--- src/rtl/oven_cook_controller.sv ---
// -----------------------------------------------------------------------------
// oven_cook_controller
//
// Runs one oven cook cycle. A start pulse latches the target temperature
// (clamped to [AMBIENT_TEMP, MAX_TEMP]) and the cook time. The oven then
// preheats to the target, holds it while the cook time counts down, and
// finally sits in DONE with the buzzer on for BUZZ_SECS seconds. Oven
// temperature is simulated: it rises by HEAT_RATE per second while heating
// and falls by COOL_RATE per second otherwise. One-second ticks come from a
// free-running prescaler on clk that restarts whenever a cycle is accepted.
//
// Ports
//   clk            board clock
//   rst_n          synchronous active-low reset
//   start          one-cycle pulse, accepted in IDLE when target_time != 0
//   abort          level, cancels PREHEAT/COOK
//   ack            one-cycle pulse, leaves DONE early
//   target_temp    requested temperature (degrees)
//   target_time    requested cook time (seconds)
//   current_temp   simulated oven temperature (degrees)
//   remaining_time seconds left in COOK
//   heater_on      heater command
//   state          IDLE=0, PREHEAT=1, COOK=2, DONE=3
//   done           high while in DONE
//   buzzer         high during the DONE buzz window
// -----------------------------------------------------------------------------
module oven_cook_controller #(
  parameter int CLKS_PER_SEC = 50000000,
  parameter int AMBIENT_TEMP = 65,
  parameter int MAX_TEMP     = 500,
  parameter int HEAT_RATE    = 25,
  parameter int COOL_RATE    = 5,
  parameter int BUZZ_SECS    = 5
) (
  input  logic        clk,
  input  logic        rst_n,
  input  logic        start,
  input  logic        abort,
  input  logic        ack,
  input  logic [9:0]  target_temp,
  input  logic [12:0] target_time,
  output logic [9:0]  current_temp,
  output logic [12:0] remaining_time,
  output logic        heater_on,
  output logic [1:0]  state,
  output logic        done,
  output logic        buzzer
);

  localparam int PW = (CLKS_PER_SEC > 1) ? $clog2(CLKS_PER_SEC) : 1;
  localparam int BW = (BUZZ_SECS > 0) ? $clog2(BUZZ_SECS + 1) : 1;

  localparam logic [PW-1:0] PRESC_MAX = PW'(CLKS_PER_SEC - 1);
  localparam logic [BW-1:0] BUZZ_LIM  = BW'(BUZZ_SECS);
  localparam logic [BW-1:0] BUZZ_LAST = BW'((BUZZ_SECS > 0) ? BUZZ_SECS - 1 : 0);

  localparam logic [10:0] AMB_T  = 11'(AMBIENT_TEMP);
  localparam logic [10:0] MAX_T  = 11'(MAX_TEMP);
  localparam logic [10:0] HEAT_T = 11'(HEAT_RATE);
  localparam logic [10:0] COOL_T = 11'(COOL_RATE);

  typedef enum logic [1:0] {
    S_IDLE    = 2'd0,
    S_PREHEAT = 2'd1,
    S_COOK    = 2'd2,
    S_DONE    = 2'd3
  } state_t;

  // All temperature arithmetic is 11 bits wide so sums and differences of
  // in-range 10-bit temperatures can never wrap.
  function automatic logic [10:0] clamp_target(input logic [9:0] t);
    logic [10:0] x;
    x = {1'b0, t};
    if (x < AMB_T)      return AMB_T;
    else if (x > MAX_T) return MAX_T;
    else                return x;
  endfunction

  // Rise toward ceil without passing it.
  function automatic logic [10:0] heat_toward(input logic [10:0] cur,
                                              input logic [10:0] ceil);
    logic [10:0] sum;
    sum = cur + HEAT_T;
    return (sum > ceil) ? ceil : sum;
  endfunction

  // Fall toward floor without passing it.
  function automatic logic [10:0] cool_toward(input logic [10:0] cur,
                                              input logic [10:0] floor);
    return (cur >= floor + COOL_T) ? (cur - COOL_T) : floor;
  endfunction

  state_t        state_q, state_d;
  logic [PW-1:0] presc_q, presc_d;
  logic [BW-1:0] buzz_cnt_q, buzz_cnt_d;
  logic [9:0]    temp_q, temp_d;
  logic [9:0]    tgt_temp_q, tgt_temp_d;
  logic [12:0]   tgt_time_q, tgt_time_d;
  logic [12:0]   rem_q, rem_d;
  logic          heater_q, heater_d;
  logic          done_q, done_d;
  logic          buzzer_q, buzzer_d;

  logic        tick;
  logic        accept;
  logic        at_target;
  logic [10:0] temp_nx;
  logic [10:0] tgt_clamped;

  assign tick      = (presc_q == PRESC_MAX);
  assign accept    = (state_q == S_IDLE) && start && (target_time != 13'd0);
  assign at_target = (temp_q >= tgt_temp_q);

  // ---- state and datapath registers ----
  always_ff @(posedge clk) begin
    if (!rst_n) begin
      state_q    <= S_IDLE;
      presc_q    <= '0;
      buzz_cnt_q <= '0;
      temp_q     <= AMB_T[9:0];
      tgt_temp_q <= AMB_T[9:0];
      tgt_time_q <= '0;
      rem_q      <= '0;
      heater_q   <= 1'b0;
      done_q     <= 1'b0;
      buzzer_q   <= 1'b0;
    end else begin
      state_q    <= state_d;
      presc_q    <= presc_d;
      buzz_cnt_q <= buzz_cnt_d;
      temp_q     <= temp_d;
      tgt_temp_q <= tgt_temp_d;
      tgt_time_q <= tgt_time_d;
      rem_q      <= rem_d;
      heater_q   <= heater_d;
      done_q     <= done_d;
      buzzer_q   <= buzzer_d;
    end
  end

  // ---- next-state logic ----
  always_comb begin
    state_d = state_q;
    case (state_q)
      S_IDLE: begin
        if (accept) state_d = S_PREHEAT;
      end
      S_PREHEAT: begin
        if (abort)          state_d = S_IDLE;
        else if (at_target) state_d = S_COOK;
      end
      S_COOK: begin
        if (abort)                         state_d = S_IDLE;
        else if (tick && rem_q <= 13'd1)   state_d = S_DONE;
      end
      S_DONE: begin
        if (ack)                                 state_d = S_IDLE;
        else if (tick && buzz_cnt_q >= BUZZ_LAST) state_d = S_IDLE;
      end
      default: state_d = S_IDLE;
    endcase
  end

  // ---- datapath and registered-output logic ----
  always_comb begin
    presc_d     = (accept || tick) ? '0 : presc_q + 1'b1;
    tgt_temp_d  = tgt_temp_q;
    tgt_time_d  = tgt_time_q;
    rem_d       = rem_q;
    buzz_cnt_d  = '0;
    temp_nx     = {1'b0, temp_q};
    tgt_clamped = clamp_target(target_temp);

    case (state_q)
      S_IDLE: begin
        if (tick) temp_nx = cool_toward({1'b0, temp_q}, AMB_T);
        if (accept) begin
          tgt_temp_d = tgt_clamped[9:0];
          tgt_time_d = target_time;
        end
      end
      S_PREHEAT: begin
        // Abort freezes temperature even on a tick.
        if (abort) begin
          rem_d = '0;
        end else if (at_target) begin
          rem_d = tgt_time_q;
        end else if (tick) begin
          temp_nx = heat_toward({1'b0, temp_q}, {1'b0, tgt_temp_q});
        end
      end
      S_COOK: begin
        if (abort) begin
          rem_d = '0;
        end else if (tick) begin
          rem_d = rem_q - 1'b1;
          if (temp_q < tgt_temp_q)
            temp_nx = heat_toward({1'b0, temp_q}, {1'b0, tgt_temp_q});
          else if (temp_q > tgt_temp_q)
            temp_nx = cool_toward({1'b0, temp_q}, {1'b0, tgt_temp_q});
        end
      end
      S_DONE: begin
        if (tick) begin
          temp_nx    = cool_toward({1'b0, temp_q}, AMB_T);
          buzz_cnt_d = buzz_cnt_q + 1'b1;
        end else begin
          buzz_cnt_d = buzz_cnt_q;
        end
      end
      default: ;
    endcase

    temp_d = temp_nx[9:0];

    // Status flags are derived from the next state/temperature so that the
    // registered outputs always agree with the registered state.
    heater_d = (state_d == S_PREHEAT) ||
               ((state_d == S_COOK) && (temp_d < tgt_temp_d));
    done_d   = (state_d == S_DONE);
    buzzer_d = (state_d == S_DONE) && (buzz_cnt_d < BUZZ_LIM);
  end

  assign current_temp   = temp_q;
  assign remaining_time = rem_q;
  assign heater_on      = heater_q;
  assign state          = state_q;
  assign done           = done_q;
  assign buzzer         = buzzer_q;

endmodule

--- config.mk ---
export PLATFORM = sky130hd
export DESIGN_NAME = oven_cook_controller
export DESIGN_NICKNAME = d
export VERILOG_FILES = /design/src/rtl/oven_cook_controller.sv
export SDC_FILE = /design/constraint.sdc
export NUM_CORES = 1
export LEC_CHECK = 0
export ABC_AREA = 0
export CAP_MARGIN = 30
export CORE_MARGIN = 2
export CORE_UTILIZATION = 50
export CTS_BUF_LIST = sky130_fd_sc_hd__clkbuf_4 sky130_fd_sc_hd__clkbuf_8
export CTS_CLUSTER_DIAMETER = 30
export DETAILED_ROUTE_END_ITERATION = 8
export GPL_TIMING_DRIVEN = 0
export PLACE_DENSITY = 0.8
export SYNTH_ARGS = -nofsm -noshare
export SYNTH_HDL_FRONTEND = slang
export SYNTH_SLANG_ARGS = --single-unit
export TNS_END_PERCENT = 5
--- constraint.sdc ---
create_clock -name clk -period 7.5 [get_ports clk]
set_clock_uncertainty 0.2 [all_clocks]
set_input_delay 0.75 -clock clk [delete_from_list [all_inputs] [get_ports clk]]
set_output_delay 0.75 -clock clk [all_outputs]
set_load 0.01 [all_outputs]
==> results.md <==
* Switching fraction of total power at 39.86%
* H-tree level count at 3
* Max-cap viol count at 0
* Setup violators final at 0
* WP buf/inv at 1
* FF-to-FF path depth at 21
* First-pass GRT wire length at 29.61 mm
* Largest net degree at the start of global routing at 14
* N_diodes at 0
* Hold buffers post-CTS at 0
* Hold Slack at 0.2791 ns
* Required time of the critical path at 7.57 ns
* Vias per inst at 6.228
* TritonCTS clock tree: built
* Cell Pwr Density at 193.9 mW/mm^2
* Std-Cell Rows at 40
* Final period utilization at 77.44%
* Grt ovf at 0
* Total core area at 0.01196 mm^2
* Cells after Synth at 796
* Initial core utilization at 50.96%
* Max-slew violations at 0
* Router iterations before antenna repair at 5
* Synthesized flop and latch total at 80
* Sequential fraction of the synthesis area at 26.27%
* GRT Total Usage at 28.78%
* Hold depth at 2
* Hold path endpoint: buzz_cnt_q[1]
* I/O Buffers at 54
* Initial antenna violation count at 0
* Max Root-Sink Buffers at 2
* Routed Wire Length at 18.68 mm
* P_sw at 542.8 uW
* Final Hold Viols at 0
* GPL Wtd Cong at 0.9897
* End of the worst register-to-register path: heater_on
* Delay-heaviest family, CP: compound AO/OA/AOI/OAI gates
* Syn_nets at 876
* Async SR Flop Fraction at 0%
* CP max stage cell: dfxtp_1
* Cell variety after synth at 73
* CTS Sinks at 80
* Residual DRC count at 0
* Vias in the first global route at 5870
* Largest stage delay on the critical path at 0.68 ns
* Peak supply drop at 128.8 uV
* Hold Startpoint: buzz_cnt_q[1]
* Die area at 0.01309 mm^2
* Primary FF master, synth: dfxtp_1
* Worst setup path class: reg2reg
* Routed Antenna Nets at 0
* Clk slew on worst S/H paths at 0.08 ns
* Total CTS buffers at 9
* Yosys Warn Count at 0
* Die H at 114.4 um
* Number of I/O pins at 56
* Area growth from synthesis to layout at 15.19%
* CTS resizes at 0
* Crit path time final at 5.808 ns
* WL per Instance at 18.44 um
* Hold Path Class: reg2reg
* Power share of the combinational group at 40.5%
* Pleak at 0.002693 uW
* Dpl hpwl at 14.36 mm
* Final net count at 941
* Clock network fraction of total power at 24.1%
* Syn Std Cell Area at 0.006096 mm^2
* Crit Path Max Fanout at 12
* Internal power at 819.1 uW
* Setup TNS at 0 ns
* Max Freq at 0.1722 GHz
* Avg Cell Area, Syn at 7.658 um^2
* CP Data Arrival Time at 5.88 ns
* CP Cell Sequence: ha_1 -> a211o_1 -> nand4_1 -> xnor2_1 -> ha_1 -> nand3_1 -> nor3_1 -> o21a_1 -> clkbuf_1 -> nor3_1 -> a21oi_1 -> o22ai_1 -> a2111oi_0 -> a21oi_1 -> ha_1 -> nand4_1 -> nor2_1 -> nand2_1 -> a21oi_1 -> or3b_1 -> a41o_1
* Starting DRT DRC Count at 709
* Outcome: finished, final reports clean
* CTS root buf: clkbuf_8
* Worst-Margin Slew at 0.8300 ns
* Die Width at 114.4 um
* Setup Fix Bufs, Post-CTS at 0
* RSZ-0062 raised after global routing: no
* Relative slew slack at 44.08%
* Util after Layout at 58.70%
* Critical R2R Launch: current_temp[1]
* Worst skew pair latency at 0.37 ns
* Vias at 6309
* CP startpoint kind: flip-flop
* CP Capture Type: flip-flop
* Post-synth EDFFs at 0
* Layout cell share with drive strength beyond 1 at 5.196%
* Seq pwr share at 35.4%
* FF-to-FF setup slack at 1.69 ns
-- through the flow --
| stage | setup WS (ns) | total power (uW) | instances | cell area (um^2) |
|---|---|---|---|---|
| floorplan | 2.850 | 842.5 | 796 | 6096 |
| global placement | 1.944 | 1017 | 997 | 6820 |
| detailed placement | 1.839 | 1021 | 997 | 6820 |
| CTS | 1.810 | 1348 | 1013 | 7022 |
| global route | 1.360 | 1433 | 1013 | 7022 |
| finish | 1.692 | 1362 | 1013 | 7022 |
-- per-layer routing --
metal | vias up | track usage, % | part of all wire, %
li1 | 3065 | - | -
met4 | 0 | 17.15 | 5.2
met2 | 271 | 44.42 | 43
met3 | 64 | 3.917 | 7.1
met1 | 2909 | 38.24 | 44
met5 | - | 0 | 0
-- worst reg2reg max path: stages (launching register included) --
cell       delay, ns
dfxtp_1         0.68
ha_1            0.37
a211o_1         0.23
nand4_1         0.14
xnor2_1         0.20
ha_1            0.32
nand3_1         0.10
nor3_1          0.25
o21a_1          0.16
clkbuf_1        0.34
nor3_1          0.08
a21oi_1         0.20
o22ai_1         0.12
a2111oi_0       0.62
a21oi_1         0.21
ha_1            0.36
nand4_1         0.10
nor2_1          0.16
nand2_1         0.09
a21oi_1         0.13
or3b_1          0.39
a41o_1          0.26
-- power by group through the flow --
stage / clock network, uW / logic [uW] / registers, uW
3_3_place_gp: 0 / 526 / 491
6_report: 329 / 551 / 482
2_1_floorplan: 0 / 359 / 484
3_5_place_dp: 0 / 530 / 491
4_1_cts: 333 / 534 / 481
5_1_grt: 349 / 599 / 485
-- layout make-up --
type,count,area [um^2]
fillers,1098,4940
multi-input cells,647,4222
flip-flops and latches,80,1602
repair buffers,54,540.5
well taps,147,183.9
plain buffers,39,160.2
clock buffers,11,145.1
inverters,30,112.6
clock inverters,5,56.30
-- cell usage in the layout (no fill, tap or decap), types with 15 or more instances in the layout --
cell type        count
clkdlybuf4s50_1     54
dfxtp_1             80
ha_1                52
nor2_1             101
inv_1               29
nand4_1             15
mux2i_1             18
xnor2_1             22
nand3_1             29
nor3_1              33
o21ai_0             47
a21oi_1             74
xor2_1              24
nand2_1             48
clkbuf_1            33
-- registers in the layout (all words and copies together) (netlist names) --
register,count
done,1
buzz_cnt_q,3
remaining_time,13
heater_on,1
buzzer,1
presc_q,26
tgt_time_q,13
current_temp,10
tgt_temp_q,10
state,2
-- cells by family after synthesis --
| group | count (synthesis) | synth area share [%] |
|---|---|---|
| flip-flops | 80 | 26.27 |
| multiplexers | 19 | 3.140 |
| AND/OR/NAND/NOR | 304 | 24.65 |
| XOR/XNOR | 46 | 6.609 |
| buffers and inverters | 69 | 4.474 |
| adder cells (fa/ha/maj) | 52 | 10.67 |
| AO/OA/AOI/OAI | 226 | 24.18 |
-- cells in the mapped netlist, types with 3 or more instances --
cell / instances / share of area (%)
a2111oi_0: 7 / 1.0
a211oi_1: 8 / 0.99
a21o_1: 7 / 0.86
a21oi_1: 74 / 6.1
a221oi_1: 4 / 0.57
a22oi_1: 4 / 0.49
a31oi_1: 6 / 0.62
and2_1: 5 / 0.51
and3_1: 10 / 1.0
and4_1: 6 / 0.86
buf_2: 5 / 0.41
clkbuf_1: 33 / 2.0
dfxtp_1: 80 / 26
ha_1: 52 / 11
inv_1: 29 / 1.8
mux2i_1: 18 / 3.0
nand2_1: 48 / 3.0
nand2b_1: 4 / 0.41
nand3_1: 29 / 2.4
nand4_1: 15 / 1.5
nor2_1: 101 / 6.2
nor2b_1: 6 / 0.62
nor3_1: 33 / 2.7
nor4_1: 12 / 1.2
o2111ai_1: 3 / 0.43
o211ai_1: 3 / 0.37
o21a_1: 14 / 1.7
o21ai_0: 47 / 3.9
o21ai_1: 3 / 0.25
o21bai_1: 3 / 0.37
o221a_2: 8 / 1.5
o22ai_1: 5 / 0.51
o31ai_1: 6 / 0.74
o41ai_1: 3 / 0.43
or2_2: 4 / 0.41
or3_1: 14 / 1.4
xnor2_1: 22 / 3.2
xor2_1: 24 / 3.4
-- worst max path at each step --
stage,from,to,slack (ns),cells past startpoint
6_report,current_temp[1],heater_on,1.69,21
5_1_grt,current_temp[1],heater_on,1.36,21
4_1_cts,tgt_temp_q[0],heater_on,1.81,21
3_5_place_dp,tgt_temp_q[0],heater_on,1.84,21
3_3_place_gp,tgt_temp_q[0],heater_on,1.94,21
2_1_floorplan,tgt_temp_q[0],heater_on,2.85,21
(Power assumes the default switching activity.)
